**src/rtl/perceptron_train_sequencer.sv**
```systemverilog
// perceptron_train_sequencer: queues qualifying perceptron training requests and
// serialises each into one read-modify-write per weight column of the shared table.
//
// Ports:
//   clk, rst_n        clock, synchronous active-low reset
//   i_req_*           training request from EX (valid/ready handshake)
//   o_req_ready       FIFO not full
//   i_lookup_busy     fetch owns the table read port this cycle
//   o_tbl_rd_*        table read port, i_tbl_rd_data returns one cycle later
//   o_tbl_wr_*        table write port, never blocked
//   o_busy            FSM active or requests pending
//   o_train_cnt       trainings completed (wraps)
//   o_skip_cnt        requests accepted but not trained (wraps)
module perceptron_train_sequencer #(
    parameter int HIST_LEN   = 62,
    parameter int WIDTH      = 8,
    parameter int INDEX      = 6,
    parameter int SUM_W      = 16,
    parameter int THETA      = 134,
    parameter int FIFO_DEPTH = 4,
    localparam int CW        = $clog2(HIST_LEN + 1)
) (
    input  logic                clk,
    input  logic                rst_n,
    input  logic                i_req_valid,
    output logic                o_req_ready,
    input  logic [INDEX-1:0]    i_req_idx,
    input  logic [HIST_LEN-1:0] i_req_hist,
    input  logic                i_req_taken,
    input  logic                i_req_pred,
    input  logic [SUM_W-1:0]    i_req_sum,
    input  logic                i_lookup_busy,
    output logic                o_tbl_rd_en,
    output logic [INDEX-1:0]    o_tbl_rd_row,
    output logic [CW-1:0]       o_tbl_rd_col,
    input  logic [WIDTH-1:0]    i_tbl_rd_data,
    output logic                o_tbl_wr_en,
    output logic [INDEX-1:0]    o_tbl_wr_row,
    output logic [CW-1:0]       o_tbl_wr_col,
    output logic [WIDTH-1:0]    o_tbl_wr_data,
    output logic                o_busy,
    output logic [15:0]         o_train_cnt,
    output logic [15:0]         o_skip_cnt
);
    localparam int PW   = $clog2(FIFO_DEPTH);
    localparam int CNTW = PW + 1;

    typedef enum logic [1:0] {S_IDLE, S_RUN, S_DRAIN} state_t;

    state_t              r_state, w_next;
    logic [INDEX-1:0]    r_q_idx  [FIFO_DEPTH];
    logic [HIST_LEN-1:0] r_q_hist [FIFO_DEPTH];
    logic                r_q_tkn  [FIFO_DEPTH];
    logic [PW-1:0]       r_wptr, r_rptr;
    logic [CNTW-1:0]     r_count;
    logic [INDEX-1:0]    r_idx;
    logic [HIST_LEN-1:0] r_hist;
    logic                r_taken;
    logic [CW-1:0]       r_col;
    logic                r_wr_en, r_wr_inc;
    logic [INDEX-1:0]    r_wr_row;
    logic [CW-1:0]       r_wr_col;
    logic [15:0]         r_train_cnt, r_skip_cnt;

    logic [SUM_W:0]      w_sext, w_mag;
    logic                w_train, w_accept, w_push, w_skip, w_pop, w_rd_en, w_inc;
    logic [HIST_LEN:0]   w_hx;
    logic [WIDTH:0]      w_wsum;
    logic [WIDTH-1:0]    w_sat;

    // Magnitude in SUM_W+1 bits so the most negative sum stays exact
    assign w_sext   = {i_req_sum[SUM_W-1], i_req_sum};
    assign w_mag    = w_sext[SUM_W] ? -w_sext : w_sext;
    assign w_train  = (i_req_taken != i_req_pred) || (w_mag <= (SUM_W+1)'(THETA));
    assign w_accept = i_req_valid && o_req_ready;
    assign w_push   = w_accept && w_train;
    assign w_skip   = w_accept && !w_train;

    always_ff @(posedge clk) begin
        if (w_push) begin
            r_q_idx[r_wptr]  <= i_req_idx;
            r_q_hist[r_wptr] <= i_req_hist;
            r_q_tkn[r_wptr]  <= i_req_taken;
        end
    end

    always_ff @(posedge clk) begin
        if (!rst_n) begin
            r_wptr  <= '0;
            r_rptr  <= '0;
            r_count <= '0;
        end else begin
            if (w_push) r_wptr <= r_wptr + PW'(1);
            if (w_pop) r_rptr <= r_rptr + PW'(1);
            r_count <= r_count + CNTW'(w_push) - CNTW'(w_pop);
        end
    end

    always_ff @(posedge clk) begin
        if (!rst_n) r_state <= S_IDLE;
        else r_state <= w_next;
    end

    always_comb begin
        w_next  = r_state;
        w_pop   = 1'b0;
        w_rd_en = 1'b0;
        case (r_state)
            S_IDLE: begin
                w_pop  = r_count != '0;
                w_next = w_pop ? S_RUN : S_IDLE;
            end
            S_RUN: begin
                w_rd_en = !i_lookup_busy;
                w_next  = (w_rd_en && r_col == CW'(HIST_LEN)) ? S_DRAIN : S_RUN;
            end
            default: w_next = S_IDLE;
        endcase
    end

    always_ff @(posedge clk) begin
        if (!rst_n) begin
            r_idx   <= '0;
            r_hist  <= '0;
            r_taken <= 1'b0;
            r_col   <= '0;
        end else if (w_pop) begin
            r_idx   <= r_q_idx[r_rptr];
            r_hist  <= r_q_hist[r_rptr];
            r_taken <= r_q_tkn[r_rptr];
            r_col   <= '0;
        end else if (w_rd_en) begin
            r_col <= r_col + CW'(1);
        end
    end

    // Column 0 is the bias: compare taken against a constant 1 so it steps toward the outcome
    assign w_hx  = {r_hist, 1'b1};
    assign w_inc = r_taken == w_hx[r_col];

    always_ff @(posedge clk) begin
        if (!rst_n) begin
            r_wr_en  <= 1'b0;
            r_wr_row <= '0;
            r_wr_col <= '0;
            r_wr_inc <= 1'b0;
        end else begin
            r_wr_en <= w_rd_en;
            if (w_rd_en) begin
                r_wr_row <= r_idx;
                r_wr_col <= r_col;
                r_wr_inc <= w_inc;
            end
        end
    end

    // A +/-1 step can only overflow by one, visible as the top two sum bits disagreeing
    assign w_wsum = {i_tbl_rd_data[WIDTH-1], i_tbl_rd_data} +
                    (r_wr_inc ? (WIDTH+1)'(1) : {(WIDTH+1){1'b1}});
    assign w_sat  = (w_wsum[WIDTH] != w_wsum[WIDTH-1]) ?
                    {w_wsum[WIDTH], {(WIDTH-1){!w_wsum[WIDTH]}}} : w_wsum[WIDTH-1:0];

    always_ff @(posedge clk) begin
        if (!rst_n) begin
            r_train_cnt <= '0;
            r_skip_cnt  <= '0;
        end else begin
            if (r_state == S_DRAIN) r_train_cnt <= r_train_cnt + 16'd1;
            if (w_skip) r_skip_cnt <= r_skip_cnt + 16'd1;
        end
    end

    assign o_req_ready   = r_count != CNTW'(FIFO_DEPTH);
    assign o_tbl_rd_en   = w_rd_en;
    assign o_tbl_rd_row  = r_idx;
    assign o_tbl_rd_col  = r_col;
    assign o_tbl_wr_en   = r_wr_en;
    assign o_tbl_wr_row  = r_wr_row;
    assign o_tbl_wr_col  = r_wr_col;
    assign o_tbl_wr_data = r_wr_en ? w_sat : '0;
    assign o_busy        = (r_state != S_IDLE) || (r_count != '0);
    assign o_train_cnt   = r_train_cnt;
    assign o_skip_cnt    = r_skip_cnt;
endmodule

```
**config.mk**
```make
export PLATFORM = sky130hd
export DESIGN_NAME = perceptron_train_sequencer
export DESIGN_NICKNAME = d
export VERILOG_FILES = /design/src/rtl/perceptron_train_sequencer.sv
export SDC_FILE = /design/constraint.sdc
export NUM_CORES = 1
export LEC_CHECK = 0
export CORE_ASPECT_RATIO = 2
export CORE_MARGIN = 2
export CORE_UTILIZATION = 54
export DETAILED_ROUTE_END_ITERATION = 10
export GPL_ROUTABILITY_DRIVEN = 0
export PLACE_DENSITY_LB_ADDON = 0.15
export SLEW_MARGIN = 20
export SYNTH_ARGS = -nofsm -noshare
export SYNTH_HDL_FRONTEND = slang
export SYNTH_SLANG_ARGS = --single-unit
export TNS_END_PERCENT = 20
```
**constraint.sdc**
```tcl
create_clock -name clk -period 7.65 [get_ports clk]
set_clock_uncertainty 0.05 [all_clocks]
set_input_delay 1.53 -clock clk [delete_from_list [all_inputs] [get_ports clk]]
set_output_delay 1.53 -clock clk [all_outputs]
set_load 0.02 [all_outputs]
```
==> impl_metrics.ini <==
[hold_path]
timing.hold.worst_path_depth = 2
holdCritPathClass = reg -> reg
hold_start = o_tbl_wr_col[4]
min_to = o_tbl_wr_col[4]

[setup_path]
crit_path_arrival_time_ps = 4540
r2r_slack_ps = 4350
worstPathMaxFanout = 7
r2r_cells = 7
worstPathRequired_ps = 6070
critPathLaunchType = primary input
rr_startpoint = o_tbl_rd_col[1]
timing.setup.critical_path_class = in -> out
cp-end-kind = primary output
r2r-end = r_wr_inc

[sta]
finalMaxSlewViolations = 0
slew_headroom_pct = 28.24
setup-violations-final = 0
unrepaired_setup_endpoints_after_global_routing = no
min_period_over_period_pct = 79.95
timing.final.hold_violations = 0
timing.setup.tns_ps = 0
min_period_ps = 6116
max_slew.worst_pin.slew_ps = 1076
clock.fmax_mhz = 163.5

[job]
maxCapViolCount = 0

[logic_synthesis]
synth_area_leader_cell = edfxtp_1
top_cells_by_area_in_the_synthesized_netlist = edfxtp_1 (51%), dfxtp_1 (16%), mux4_2 (12%)
post_synth_instance_area_mm2 = 0.01634
syn_inst = 1136
mappedNetlistNets = 1254
synth.yosys.warnings = 0
synth.top_cell.area_share_pct = 50.74
synth_edf_count = 276
post_synth_arst_share_pct = 0
syn_avg_cell_area_um2 = 14.38
flop_and_latch_count_out_of_synthesis = 406
synth_cell_types = 60
synth_flop_cell = edfxtp_1
ys_seq_area_share_pct = 66.67

[global_route]
grt_start_max_net_pins = 82
antenna_violations_before_repair = 1
number_of_global_route_vias_before_repair = 10237
grt_first_pass_wirelength_um = 54520
all_layer_gr_usage_pct = 21.92
grt-ovfl-total = 0

[layout]
fillCellCount = 2160
area_used_by_multi_input_combinational_logic_mm2 = 0.005141
nNetsFinal = 1409
area_growth_syn_to_layout_pct = 19.33
drive_above_1_share_pct = 13.15
layout.area.seq_mm2 = 0.01090
fin_cells = 1685

[power_and_ir_drop]
pwr-share-clk_pct = 30.7
sequential_share_of_power_pct = 48.2
cell_internal_pwr_uw = 4157
power.share.combinational_pct = 21.1
power.switching_fraction_pct = 27.86
worst_ir_drop_vdd_mv = 0.2409
p_leak_uw = 0.006375
pwr_density_cell_mw_per_mm2 = 295.6
p_sw_uw = 1606

[clocking]
clock-root-buffer = clkbuf_16
numClockSinks = 406
tritoncts.num_buffers = 35
cts.reportedPaths.clkPinSlew_ps = 60
clock_insertion_delay_worst_skew_ps = 530
post_cts.repair.setup_buffers = 0
cts_tree = yes
cts-htree-levels = 2
clockBufferDepth = 3
cts_repair_resize_count = 0
cts_hold_repair.buffers = 0

[floorplan]
initial_core_util_pct = 54.54
die-width_um = 127.0
die_y_um = 250.0
number_of_top_level_pins = 166
core_area_mm2 = 0.02995
placementRows = 90
die_area_mm2 = 0.03174

[detailed_routing]
drcViolationCount = 0
route.vias.total = 9900
detail_route.iter0.violations = 682
viasPerCell = 5.875
post_route_antenna_net_violation_count = 0
finalWirelength_um = 34240
wire_length_per_cell_after_detailed_routing_um = 20.32
firstDrtPassIters = 5

[place]
post-dp-hpwl_um = 21400
place_inst = 1622
buffer_ports.inserted = 165

[status]
status = finished clean
-- worst max-delay path, cell delays in order --
cell and delay (ps):
clkdlybuf4s50_1 490, inv_1 70, fa_1 450, nor2b_1 190, o21a_1 160, o21a_1 130, o21ai_0 110, a21oi_1 250
o2111ai_1 310, o21ai_0 190, clkdlybuf4s50_1 640
-- layout make-up --
type	instances	share of cell area [%]
Multi-Input combinational cell	646	26.37
Timing Repair Buffer	180	9.050
Clock buffer	53	5.327
Inverter	22	0.4365
Clock inverter	9	0.5263
Sequential cell	406	55.91
Antenna cell	1	0.01284
Tap cell	368	2.362
-- registers in the layout (all words and copies together) (netlist names), 2 cells and up --
signal / count
o_skip_cnt: 16
o_tbl_wr_row: 6
o_tbl_rd_row: 6
r_wptr: 2
r_state: 2
r_count: 3
o_train_cnt: 16
r_q_idx: 24
r_rptr: 2
r_hist: 62
r_q_tkn: 4
o_tbl_rd_col: 6
r_q_hist: 248
o_tbl_wr_col: 6
-- how the worst max path moves through the flow --
| stage | to | startpoint | slack (ps) | cells past startpoint |
|---|---|---|---|---|
| floorplan | r_q_hist[0][0] | i_req_sum[0] | 1760 | 9 |
| global placement | r_q_idx[3][1] | i_req_sum[0] | 1470 | 10 |
| detailed placement | r_q_hist[3][26] | i_req_sum[0] | 1330 | 10 |
| CTS | o_tbl_wr_data[3] | i_tbl_rd_data[0] | 1520 | 11 |
| global route | o_tbl_wr_data[3] | i_tbl_rd_data[0] | 1190 | 11 |
| finish | o_tbl_wr_data[3] | i_tbl_rd_data[0] | 1530 | 11 |
-- cells in the mapped netlist (all sizes together), types with 7 or more instances --
| cell | n |
|---|---|
| nand4 | 10 |
| nor3 | 9 |
| o21ai | 18 |
| or4 | 11 |
| nand2b | 11 |
| xnor2 | 14 |
| edfxtp | 276 |
| buf | 19 |
| ha | 18 |
| nand2 | 198 |
| or3 | 8 |
| mux2i | 11 |
| xor2 | 17 |
| nand3 | 12 |
| nor2 | 35 |
| dfxtp | 130 |
| a21oi | 100 |
| o31ai | 11 |
| clkbuf | 43 |
| and3 | 12 |
| and2 | 7 |
| mux4 | 88 |
| inv | 21 |
-- power groups by stage --
stage	sequential [µW]	combinational [µW]	clock, µW
6_report	2780	1220	1770
5_1_grt	2810	1340	1890
4_1_cts	2780	1240	1810
3_5_place_dp	2830	1230	0
3_3_place_gp	2810	1210	0
2_1_floorplan	2710	925	0
-- cells in the final DEF, fill, tap and decap left out, drive strengths merged, types with 6 or more instances in the layout --
cell type / n
or3: 8
and3: 12
nand4: 10
or4: 11
and2: 7
nand2: 198
xor2: 17
clkdlybuf4s50: 165
buf: 15
dfxtp: 130
mux2i: 11
nor4: 6
o31ai: 11
and4: 6
edfxtp: 276
ha: 18
inv: 24
nor2: 35
clkbuf: 53
nor3: 9
xnor2: 14
o21ai: 18
nand3: 12
mux4: 88
a21oi: 100
nand2b: 11
-- cell families (layout without fill, tap and decap cells) --
| logic type | Yosys count | after routing | synth area share, % |
|---|---|---|---|
| buffers and inverters | 84 | 264 | 1.999 |
| other | 0 | 1 | 0 |
| flip-flops | 406 | 406 | 66.67 |
| multiplexers | 99 | 99 | 12.81 |
| adder cells (fa/ha/maj) | 20 | 20 | 1.624 |
| XOR/XNOR | 31 | 31 | 1.662 |
| AND/OR/NAND/NOR | 339 | 339 | 9.628 |
| AO/OA/AOI/OAI | 157 | 157 | 5.614 |
-- per-layer routing --
layer / up-vias / wire, µm / GRT usage [%]
li1: 4580 / - / -
met1: 4941 / 13030 / 26.96
met2: 312 / 18430 / 39.48
met3: 67 / 1824 / 3.023
met4: 0 / 953 / 7.504
met5: - / 0 / 0
-- through the flow --
| step | hold slack (ps) | util [%] | total power, µW | area (µm²) | setup WS (ps) |
|---|---|---|---|---|---|
| finish | 403.5 | 65.08 | 5763 | 19490 | 1534 |
| global route | 422.1 | 65.08 | 6042 | 19490 | 1192 |
| CTS | 403.6 | 65.07 | 5832 | 19490 | 1515 |
| detailed placement | 394.0 | 61.26 | 4063 | 18350 | 1334 |
| global placement | 387.9 | 61.26 | 4026 | 18350 | 1473 |
| floorplan | 383.1 | - | 3638 | 16340 | 1756 |
Power figures use the tool's default switching activity.
